File: src/rtl/decode_stage_pkg.sv
// Shared RV32I decode definitions: opcode constants, immediate formats, ID/EX record.
// Latency: n/a (types and pure functions only).
// Backpressure: n/a.
package decode_stage_pkg;

  localparam int XLEN   = 32;
  localparam int REG_AW = 5;

  // RV32I base opcodes; the EX stage keys off the same constants
  localparam logic [6:0] OPC_LUI    = 7'b0110111;
  localparam logic [6:0] OPC_AUIPC  = 7'b0010111;
  localparam logic [6:0] OPC_JAL    = 7'b1101111;
  localparam logic [6:0] OPC_JALR   = 7'b1100111;
  localparam logic [6:0] OPC_BRANCH = 7'b1100011;
  localparam logic [6:0] OPC_LOAD   = 7'b0000011;
  localparam logic [6:0] OPC_STORE  = 7'b0100011;
  localparam logic [6:0] OPC_OP_IMM = 7'b0010011;
  localparam logic [6:0] OPC_OP     = 7'b0110011;

  typedef enum logic [2:0] {
    IMM_NONE = 3'd0,
    IMM_I    = 3'd1,
    IMM_S    = 3'd2,
    IMM_B    = 3'd3,
    IMM_U    = 3'd4,
    IMM_J    = 3'd5
  } imm_fmt_e;

  // Contents of the ID/EX pipeline register
  typedef struct packed {
    logic              valid;
    logic [XLEN-1:0]   pc;
    logic [XLEN-1:0]   rs1_val;
    logic [XLEN-1:0]   rs2_val;
    logic [XLEN-1:0]   imm;
    logic [REG_AW-1:0] rs1;
    logic [REG_AW-1:0] rs2;
    logic [REG_AW-1:0] rd;
    logic [6:0]        opcode;
    logic [2:0]        funct3;
    logic              funct7_5;
    logic              illegal;
  } idex_t;

  // Which immediate layout an opcode carries; R-type and unknown opcodes have none
  function automatic imm_fmt_e imm_fmt_of(input logic [6:0] opc);
    imm_fmt_e fmt;
    case (opc)
      OPC_OP_IMM, OPC_LOAD, OPC_JALR: fmt = IMM_I;
      OPC_STORE:                      fmt = IMM_S;
      OPC_BRANCH:                     fmt = IMM_B;
      OPC_LUI, OPC_AUIPC:             fmt = IMM_U;
      OPC_JAL:                        fmt = IMM_J;
      default:                        fmt = IMM_NONE;
    endcase
    return fmt;
  endfunction

  function automatic logic opcode_legal(input logic [6:0] opc);
    logic ok;
    case (opc)
      OPC_LUI, OPC_AUIPC, OPC_JAL, OPC_JALR, OPC_BRANCH,
      OPC_LOAD, OPC_STORE, OPC_OP_IMM, OPC_OP: ok = 1'b1;
      default:                                 ok = 1'b0;
    endcase
    return ok;
  endfunction

endpackage

File: src/rtl/decode_stage_if.sv
// Bundle of fetch, EX-feedback, WB write port and ID/EX outputs around the decode stage.
// Latency: n/a (wiring only).
// Backpressure: stall flows from slave (decode) back to master (fetch side).
interface decode_stage_if;
  import decode_stage_pkg::*;

  // fetch side
  logic [XLEN-1:0]   PC_in;
  logic [XLEN-1:0]   instr;
  logic              valid_in;
  logic              stall;
  // EX feedback
  logic              flush;
  logic              ex_memRead;
  logic [REG_AW-1:0] ex_rd;
  // WB register-file write port
  logic              wb_en;
  logic [REG_AW-1:0] wb_rd;
  logic [XLEN-1:0]   wb_data;
  // ID/EX register
  logic              valid_out;
  logic [XLEN-1:0]   PC_out;
  logic [XLEN-1:0]   rs1_val;
  logic [XLEN-1:0]   rs2_val;
  logic [XLEN-1:0]   imm;
  logic [REG_AW-1:0] rs1;
  logic [REG_AW-1:0] rs2;
  logic [REG_AW-1:0] rd;
  logic [6:0]        opcode;
  logic [2:0]        funct3;
  logic              funct7_5;
  logic              illegal;

  modport master (
    output PC_in, instr, valid_in, flush, ex_memRead, ex_rd, wb_en, wb_rd, wb_data,
    input  stall, valid_out, PC_out, rs1_val, rs2_val, imm, rs1, rs2, rd,
           opcode, funct3, funct7_5, illegal
  );

  modport slave (
    input  PC_in, instr, valid_in, flush, ex_memRead, ex_rd, wb_en, wb_rd, wb_data,
    output stall, valid_out, PC_out, rs1_val, rs2_val, imm, rs1, rs2, rd,
           opcode, funct3, funct7_5, illegal
  );

endinterface

File: src/rtl/decode_stage_reg_file.sv
// 32x32 integer register file, x0 hard-wired to zero, write-through bypass on reads.
// Latency: reads combinational, write lands at the clock edge.
// Backpressure: none; writes are always accepted, even while decode is stalled or flushed.
module reg_file
  import decode_stage_pkg::*;
(
  input  logic              clk,
  input  logic              reset,
  input  logic              wr_vld,
  input  logic [REG_AW-1:0] wr_addr,
  input  logic [XLEN-1:0]   wr_dat,
  input  logic [REG_AW-1:0] rd1_addr,
  output logic [XLEN-1:0]   rd1_dat,
  input  logic [REG_AW-1:0] rd2_addr,
  output logic [XLEN-1:0]   rd2_dat
);

  logic [XLEN-1:0] regs_q [32];
  logic [XLEN-1:0] regs_d [32];

  // Next register contents: one write per cycle, x0 writes dropped
  always_comb begin
    regs_d = regs_q;
    if (wr_vld && (wr_addr != '0)) begin
      regs_d[wr_addr] = wr_dat;
    end
  end

  // Register array update; reset wins over a concurrent write
  always_ff @(posedge clk) begin
    if (reset) begin
      regs_q <= '{default: '0};
    end else begin
      regs_q <= regs_d;
    end
  end

  // Read ports: x0 reads zero, a same-cycle write to the read address is forwarded
  always_comb begin
    rd1_dat = regs_q[rd1_addr];
    rd2_dat = regs_q[rd2_addr];
    if (wr_vld && (wr_addr == rd1_addr)) rd1_dat = wr_dat;
    if (wr_vld && (wr_addr == rd2_addr)) rd2_dat = wr_dat;
    if (rd1_addr == '0) rd1_dat = '0;
    if (rd2_addr == '0) rd2_dat = '0;
  end

endmodule

File: src/rtl/decode_stage.sv
// RV32I decode: field split, immediate generation, register read, load-use stall, ID/EX register.
// Latency: 1 cycle from PC_in/instr to the ID/EX outputs; stall is combinational.
// Backpressure: a load-use hazard raises stall and inserts a bubble; flush overrides stall.
module decode_stage
  import decode_stage_pkg::*;
(
  input  logic          clk,
  input  logic          reset,
  decode_stage_if.slave dif
);

  logic [6:0]        opc;
  logic [REG_AW-1:0] rs1_a;
  logic [REG_AW-1:0] rs2_a;
  logic [XLEN-1:0]   rs1_rdat;
  logic [XLEN-1:0]   rs2_rdat;
  logic [XLEN-1:0]   imm_dec;
  logic              rs1_used;
  logic              rs2_used;
  logic              hazard;
  logic              stall;
  idex_t             idex_d;
  idex_t             idex_q;

  assign opc   = dif.instr[6:0];
  assign rs1_a = dif.instr[19:15];
  assign rs2_a = dif.instr[24:20];

  reg_file u_reg_file (
    .clk      (clk),
    .reset    (reset),
    .wr_vld   (dif.wb_en),
    .wr_addr  (dif.wb_rd),
    .wr_dat   (dif.wb_data),
    .rd1_addr (rs1_a),
    .rd1_dat  (rs1_rdat),
    .rd2_addr (rs2_a),
    .rd2_dat  (rs2_rdat)
  );

  // Sign-extended immediate for the opcode's format; zero when there is none
  always_comb begin
    imm_dec = '0;
    case (imm_fmt_of(opc))
      IMM_I: imm_dec = {{20{dif.instr[31]}}, dif.instr[31:20]};
      IMM_S: imm_dec = {{20{dif.instr[31]}}, dif.instr[31:25], dif.instr[11:7]};
      IMM_B: imm_dec = {{19{dif.instr[31]}}, dif.instr[31], dif.instr[7],
                        dif.instr[30:25], dif.instr[11:8], 1'b0};
      IMM_U: imm_dec = {dif.instr[31:12], 12'h000};
      IMM_J: imm_dec = {{11{dif.instr[31]}}, dif.instr[31], dif.instr[19:12],
                        dif.instr[20], dif.instr[30:21], 1'b0};
      default: imm_dec = '0;
    endcase
  end

  // Load-use hazard: a load in EX writes a register this instruction actually reads
  always_comb begin
    rs1_used = !((opc == OPC_LUI) || (opc == OPC_AUIPC) || (opc == OPC_JAL));
    rs2_used = (opc == OPC_BRANCH) || (opc == OPC_STORE) || (opc == OPC_OP);
    hazard   = dif.valid_in && dif.ex_memRead && (dif.ex_rd != '0) &&
               (((dif.ex_rd == rs1_a) && rs1_used) || ((dif.ex_rd == rs2_a) && rs2_used));
  end

  // A flushed instruction is discarded anyway, so it never needs to hold fetch
  assign stall     = hazard && !dif.flush && !reset;
  assign dif.stall = stall;

  // Next ID/EX content: decoded instruction, or an all-zero bubble
  always_comb begin
    idex_d = '0;
    if (dif.valid_in && !dif.flush && !stall) begin
      idex_d.valid    = 1'b1;
      idex_d.pc       = dif.PC_in;
      idex_d.rs1_val  = rs1_rdat;
      idex_d.rs2_val  = rs2_rdat;
      idex_d.imm      = imm_dec;
      idex_d.rs1      = rs1_a;
      idex_d.rs2      = rs2_a;
      idex_d.rd       = dif.instr[11:7];
      idex_d.opcode   = opc;
      idex_d.funct3   = dif.instr[14:12];
      idex_d.funct7_5 = dif.instr[30];
      idex_d.illegal  = !opcode_legal(opc);
    end
  end

  // ID/EX pipeline register
  always_ff @(posedge clk) begin
    if (reset) begin
      idex_q <= '0;
    end else begin
      idex_q <= idex_d;
    end
  end

  assign dif.valid_out = idex_q.valid;
  assign dif.PC_out    = idex_q.pc;
  assign dif.rs1_val   = idex_q.rs1_val;
  assign dif.rs2_val   = idex_q.rs2_val;
  assign dif.imm       = idex_q.imm;
  assign dif.rs1       = idex_q.rs1;
  assign dif.rs2       = idex_q.rs2;
  assign dif.rd        = idex_q.rd;
  assign dif.opcode    = idex_q.opcode;
  assign dif.funct3    = idex_q.funct3;
  assign dif.funct7_5  = idex_q.funct7_5;
  assign dif.illegal   = idex_q.illegal;

endmodule
File: src/flat_wrapper.sv
// flat-port wrapper written by rule: the top's interface ports become plain ports
module decode_stage_flat import decode_stage_pkg::*;
  (clk, reset, dif_PC_in, dif_instr, dif_valid_in, dif_flush, dif_ex_memRead, dif_ex_rd, dif_wb_en, dif_wb_rd, dif_wb_data, dif_stall, dif_valid_out, dif_PC_out, dif_rs1_val, dif_rs2_val, dif_imm, dif_rs1, dif_rs2, dif_rd, dif_opcode, dif_funct3, dif_funct7_5, dif_illegal);
  decode_stage_if dif_i ();
  input  logic clk;
  input  logic reset;
  input wire logic [$bits(dif_i.PC_in)-1:0] dif_PC_in;
  input wire logic [$bits(dif_i.instr)-1:0] dif_instr;
  input wire logic [$bits(dif_i.valid_in)-1:0] dif_valid_in;
  input wire logic [$bits(dif_i.flush)-1:0] dif_flush;
  input wire logic [$bits(dif_i.ex_memRead)-1:0] dif_ex_memRead;
  input wire logic [$bits(dif_i.ex_rd)-1:0] dif_ex_rd;
  input wire logic [$bits(dif_i.wb_en)-1:0] dif_wb_en;
  input wire logic [$bits(dif_i.wb_rd)-1:0] dif_wb_rd;
  input wire logic [$bits(dif_i.wb_data)-1:0] dif_wb_data;
  output wire logic [$bits(dif_i.stall)-1:0] dif_stall;
  output wire logic [$bits(dif_i.valid_out)-1:0] dif_valid_out;
  output wire logic [$bits(dif_i.PC_out)-1:0] dif_PC_out;
  output wire logic [$bits(dif_i.rs1_val)-1:0] dif_rs1_val;
  output wire logic [$bits(dif_i.rs2_val)-1:0] dif_rs2_val;
  output wire logic [$bits(dif_i.imm)-1:0] dif_imm;
  output wire logic [$bits(dif_i.rs1)-1:0] dif_rs1;
  output wire logic [$bits(dif_i.rs2)-1:0] dif_rs2;
  output wire logic [$bits(dif_i.rd)-1:0] dif_rd;
  output wire logic [$bits(dif_i.opcode)-1:0] dif_opcode;
  output wire logic [$bits(dif_i.funct3)-1:0] dif_funct3;
  output wire logic [$bits(dif_i.funct7_5)-1:0] dif_funct7_5;
  output wire logic [$bits(dif_i.illegal)-1:0] dif_illegal;
  assign dif_i.PC_in = dif_PC_in;
  assign dif_i.instr = dif_instr;
  assign dif_i.valid_in = dif_valid_in;
  assign dif_i.flush = dif_flush;
  assign dif_i.ex_memRead = dif_ex_memRead;
  assign dif_i.ex_rd = dif_ex_rd;
  assign dif_i.wb_en = dif_wb_en;
  assign dif_i.wb_rd = dif_wb_rd;
  assign dif_i.wb_data = dif_wb_data;
  assign dif_stall = dif_i.stall;
  assign dif_valid_out = dif_i.valid_out;
  assign dif_PC_out = dif_i.PC_out;
  assign dif_rs1_val = dif_i.rs1_val;
  assign dif_rs2_val = dif_i.rs2_val;
  assign dif_imm = dif_i.imm;
  assign dif_rs1 = dif_i.rs1;
  assign dif_rs2 = dif_i.rs2;
  assign dif_rd = dif_i.rd;
  assign dif_opcode = dif_i.opcode;
  assign dif_funct3 = dif_i.funct3;
  assign dif_funct7_5 = dif_i.funct7_5;
  assign dif_illegal = dif_i.illegal;
  decode_stage u_core (.clk(clk), .reset(reset), .dif(dif_i));
endmodule
File: config.mk
export PLATFORM = sky130hd
export DESIGN_NAME = decode_stage_flat
export DESIGN_NICKNAME = d
export VERILOG_FILES = /design/src/rtl/decode_stage_pkg.sv /design/src/rtl/decode_stage_if.sv /design/src/rtl/decode_stage_reg_file.sv /design/src/rtl/decode_stage.sv /design/src/flat_wrapper.sv
export SDC_FILE = /design/constraint.sdc
export NUM_CORES = 2
export LEC_CHECK = 0
export ABC_AREA = 1
export BUFFER_PORTS_ARGS = -buffer_cell sky130_fd_sc_hd__buf_2
export CORE_MARGIN = 1.5
export CORE_UTILIZATION = 34
export CTS_BUF_LIST = sky130_fd_sc_hd__clkbuf_8
export DETAILED_ROUTE_END_ITERATION = 12
export HOLD_SLACK_MARGIN = 0.15
export PLACE_DENSITY = 0.54
export SLEW_MARGIN = 20
export SYNTH_ARGS = -nofsm -noshare
export SYNTH_HDL_FRONTEND = slang
export SYNTH_SLANG_ARGS = --single-unit
export TNS_END_PERCENT = 50
File: constraint.sdc
create_clock -name clk -period 2.5 [get_ports clk]
set_input_delay 0.25 -clock clk [delete_from_list [all_inputs] [get_ports clk]]
set_output_delay 0.25 -clock clk [all_outputs]
set_load 0.02 [all_outputs]
==> metrics.log <==
[metrics] result of the run: finished, violations left
[metrics] violated checks: setup timing
[metrics] Post-Place Setup Slack: ~300 ps
[metrics] clock latency on the worst-skew pair: 960 ps
[metrics] fraction of power consumed by combinational cells: ~13%
[metrics] endpoint kind of the worst setup timing path: register
[metrics] number of primary I/O pins: around 270
[metrics] core box area: roughly 170000 um^2
[metrics] clock input transition at the sequential cells of the worst setup and hold paths: about 60 ps
[metrics] pin count of the biggest net entering global routing: approximately 170
[metrics] Power Density: approximately 600 nW/um^2
[metrics] Chip Height: between 400 and 500 um
[metrics] weighted congestion at the end of routability-driven global placement: between 0.8 and 0.9
[metrics] Power Internal: about 31 mW
[metrics] class of the tightest hold or removal check: primary input to register
[metrics] Die Width: about 420 um
[metrics] total routing resource utilization after global routing: a little over a quarter
[metrics] Clock Root Buffer: clkbuf_8
[metrics] skew final: approximately 42 ps
[metrics] net switching component of the power: ~12 mW
[metrics] capture point of the critical path: u_core.dif.imm[7]$_SDFF_PP0_
[metrics] post-synthesis cell count: 8484
[metrics] Setup crit start kind: primary input
[metrics] standard-cell row count: between 150 and 200
[metrics] max-capacitance violation count: 0
[metrics] Crit Path Class: primary input to register
[metrics] instance count after placement with tap cells included: 10500
[metrics] worst reg2reg path startpoint: u_core.u_reg_file.regs_q[946]$_SDFFE_PP0P_
[metrics] number of enable-type register cells in the synthesized netlist: 0
[metrics] starting utilization of the core area: about 34%
[metrics] Worst R2R Path Depth: 6
[metrics] slack of the worst reg-to-reg path: between 900 and 1000 ps
[metrics] netlist area before placement: slightly below 60000 um^2
[metrics] RSZ-0062 raised after global routing: true
[metrics] count of different cell masters after synthesis: 35
[metrics] top flip-flop cell by instance count after synthesis: dfxtp_1
[metrics] top cell types by occurrence after synthesis: 1480 x nor2_1, 1180 x dfxtp_1, 1134 x nand2_1
[metrics] final critical-path required period: between 2000 and 3000 ps
[metrics] Routed wire per std cell: about 22 um
[metrics] fill cell total of the finished layout: ~18000
[metrics] relative contribution of sequential cells to total power: about 45%
[metrics] R2R Path End: u_core.dif.rs2_val[18]$_SDFF_PP0_
[metrics] floorplan die area: around 180000 um^2
[metrics] Worst Slack Setup Final: -19.8 ps
[metrics] sum of net half-perimeters after detailed placement: 146000 um
[metrics] CP Max Fanout: 5
[metrics] portion of synthesized cell area occupied by the leading cell type: 39.8%
[metrics] drt total wl: 247000 um
[metrics] Sink Count: 1180
[metrics] count of buffers inserted at the top-level ports: approximately 270
[metrics] TritonCTS buffer count: 201
[metrics] area grow syn2layout: 17.6%
[metrics] residual DRC count: 0
[metrics] number of antenna-violating nets in the routed design: 0
[metrics] maximum frequency from static timing analysis: between 0.3 and 0.4 GHz
[metrics] First-pass DRT Iterations: 8
[metrics] routed via count: 61000
[metrics] first-pass GRT wire length: between 300000 and 400000 um
[metrics] worst max-slew margin expressed relative to the limit: 22.1%
[metrics] via count of the first global-routing pass: 56400
[metrics] cell types occupying the most area after synthesis: dfxtp_1 40%, a211oi_1 13%, nor2_1 9.4%, nand2_1 7.2%, nand3_1 5.8%
[metrics] Setup violations, final: 1
[metrics] Worst setup startpoint: dif_instr[4]
[metrics] post-route non-filler standard cell count: about 11000
[metrics] routed via count divided by cell count: around 5.5
[metrics] number of setup buffers added after CTS: 0
[metrics] maximum clock insertion buffer count: 3
[metrics] fraction of layout cells with a size suffix above 1: a little over a tenth
[metrics] H-Tree Level Count: 4
[metrics] total design power: between 40 and 50 mW
[metrics] static leakage power: between 20 and 30 nW
[metrics] TritonCTS clock tree: done
[metrics] portion of total power attributed to the clock network: between 40% and 50%
[metrics] most instantiated library cell after synthesis: nor2_1
[metrics] critical path required time: between 3000 and 4000 ps
[metrics] First DRT Iteration DRCs: 5956
[metrics] flip-flop and latch count after synthesis: 1180
[metrics] largest area contributor in the netlist: dfxtp_1
[metrics] post-layout net count: 8684
[metrics] number of antenna violations at the first check in global routing: 2
[metrics] sequential-to-total area share from yosys stat: 39.8%
[metrics] number of slew-limit violations in the final report: 0
[metrics] Warnings, synthesis: 0
[metrics] Switching Fraction: between 20% and 30%
[metrics] number of hold-slack violations in the final timing report: 0
[metrics] grt ovf: 0
[metrics] Mapped Nets: around 8600
[metrics] average instance area after synthesis: around 7.0 um^2
[metrics] Async S/R FF share, synth: 0%
[metrics] slew of the pin with the lowest slew margin: around 1200 ps
[metrics] worst ir drop on vdd: roughly 0.46 mV
[metrics] Hold Path Depth: 4
[metrics] portion of the clock cycle consumed by the worst path in the final layout: 101%
[metrics] data arrival time of the critical path: ~3400 ps
[worst min path at each step]
stage                                                              to  slack, ps                                        start
final                                   u_core.dif.imm[19]$_SDFF_PP0_        240                                dif_instr[19]
after global routing                    u_core.dif.imm[19]$_SDFF_PP0_        250                                dif_instr[19]
after CTS                               u_core.dif.imm[19]$_SDFF_PP0_        160                                dif_instr[19]
after detailed placement  u_core.u_reg_file.regs_q[1016]$_SDFFE_PP0P_        420  u_core.u_reg_file.regs_q[1016]$_SDFFE_PP0P_
after global placement    u_core.u_reg_file.regs_q[1016]$_SDFFE_PP0P_        420  u_core.u_reg_file.regs_q[1016]$_SDFFE_PP0P_
after floorplan                       u_core.dif.PC_out[0]$_SDFF_PP0_        360                                 dif_PC_in[0]
[power groups by stage]
stage,Clock [mW],Sequential [mW],Combinational (mW)
5_1_grt,19.5,19.3,5.82
2_1_floorplan,0,19.7,3.11
3_5_place_dp,0,19.7,5.10
6_report,18.4,19.3,5.41
4_1_cts,18.7,19.3,5.32
3_3_place_gp,0,19.7,5.06
[state kept, by name, indices dropped and copies added (netlist names)]
register,flops
u_core.dif.PC_out,32
u_core.dif.funct3,3
u_core.dif.funct7_5,1
u_core.dif.illegal,1
u_core.dif.imm,32
u_core.dif.opcode,7
u_core.dif.rd,5
u_core.dif.rs1,5
u_core.dif.rs1_val,32
u_core.dif.rs2,5
u_core.dif.rs2_val,32
u_core.dif.valid_out,1
u_core.u_reg_file.regs_q,1024
[timing repair]
item | 4_1_cts | 5_1_grt
hold endpoints to repair | 1146 | 0
setup endpoints to repair | 0 | 6
gates resized for setup | 0 | 8
hold buffers | 187 | 0
[logic make-up after synthesis]
logic type                 synth area share [%]
and+or+nand+nor                            23.4
AOI/OAI and AO/OA                          27.2
buffers and inverters                      9.56
DFF                                        39.8
xor gates and xnor gates                 0.0590
adders and majority gates                0.0211
[critical path, stage by stage]
cell           delay, ps
dlygate4sd3_1        550
buf_2                130
inv_2                 90
nand3_1              140
inv_2                 90
nand2_1               70
nand2_1              110
inv_2                 50
nand2_1               60
nand2_1               90
a21boi_4             280
dlygate4sd3_1        720
nand3_1               90
dlygate4sd3_1        570
nor2_1               100
[cell usage in the layout, fill, tap and decap left out, types with 3 or more instances in the layout]
| cell type | synthesis | routed |
|---|---|---|
| buf_8 | 0 | 4 |
| inv_8 | 0 | 3 |
| o21ai_0 | 575 | 575 |
| buf_12 | 0 | 114 |
| a211oi_1 | 992 | 992 |
| nand3_1 | 691 | 691 |
| nand4_1 | 6 | 6 |
| inv_4 | 1 | 3 |
| dlygate4sd3_1 | 0 | 185 |
| o211ai_1 | 375 | 375 |
| inv_6 | 0 | 6 |
| nor2_4 | 23 | 27 |
| buf_4 | 6 | 181 |
| buf_2 | 286 | 259 |
| nand2_1 | 1134 | 1132 |
| nand2_2 | 1 | 3 |
| clkinvlp_4 | 0 | 8 |
| nor2_8 | 8 | 8 |
| dfxtp_1 | 1180 | 1180 |
| nor3_2 | 4 | 3 |
| clkinv_2 | 0 | 15 |
| nor3_1 | 10 | 10 |
| a21oi_1 | 579 | 579 |
| nor2_1 | 1480 | 1476 |
| o22ai_1 | 6 | 6 |
| inv_2 | 23 | 22 |
| inv_1 | 518 | 574 |
| clkbuf_8 | 0 | 265 |
| bufinv_16 | 0 | 5 |
[metrics by stage]
step                hold WS, ps  utilization [%]  instance area, um^2  TNS [ps]
floorplan                   362                -                59300         0
global placement            420             36.7                63700         0
detailed placement          422             36.7                63700         0
CTS                         164             40.2                69800         0
global route                245             40.2                69800      -167
finish                      244             40.2                69800     -19.8
[metal layers]
metal | vias up | share of wire, % | global-route usage [%]
li1 | 29400 | - | -
met1 | 28500 | 42 | 34.7
met2 | 2407 | 46 | 44.0
met3 | 628 | 6.8 | 4.15
met4 | 0 | 5.2 | 13.9
met5 | - | 0 | 0
[cell type report]
class	count	area [um^2]	area share (%)
multi-input cells	5899	30100	43.1
clock buffers	265	3650	5.23
flip-flops and latches	1180	23600	33.8
well taps	2325	2910	4.17
repair buffers	744	6860	9.83
clock inverters	93	571	0.817
inverters	545	2080	2.98
diodes	1	2.50	0.00359
No activity file was read; power rests on OpenSTA's default activity.
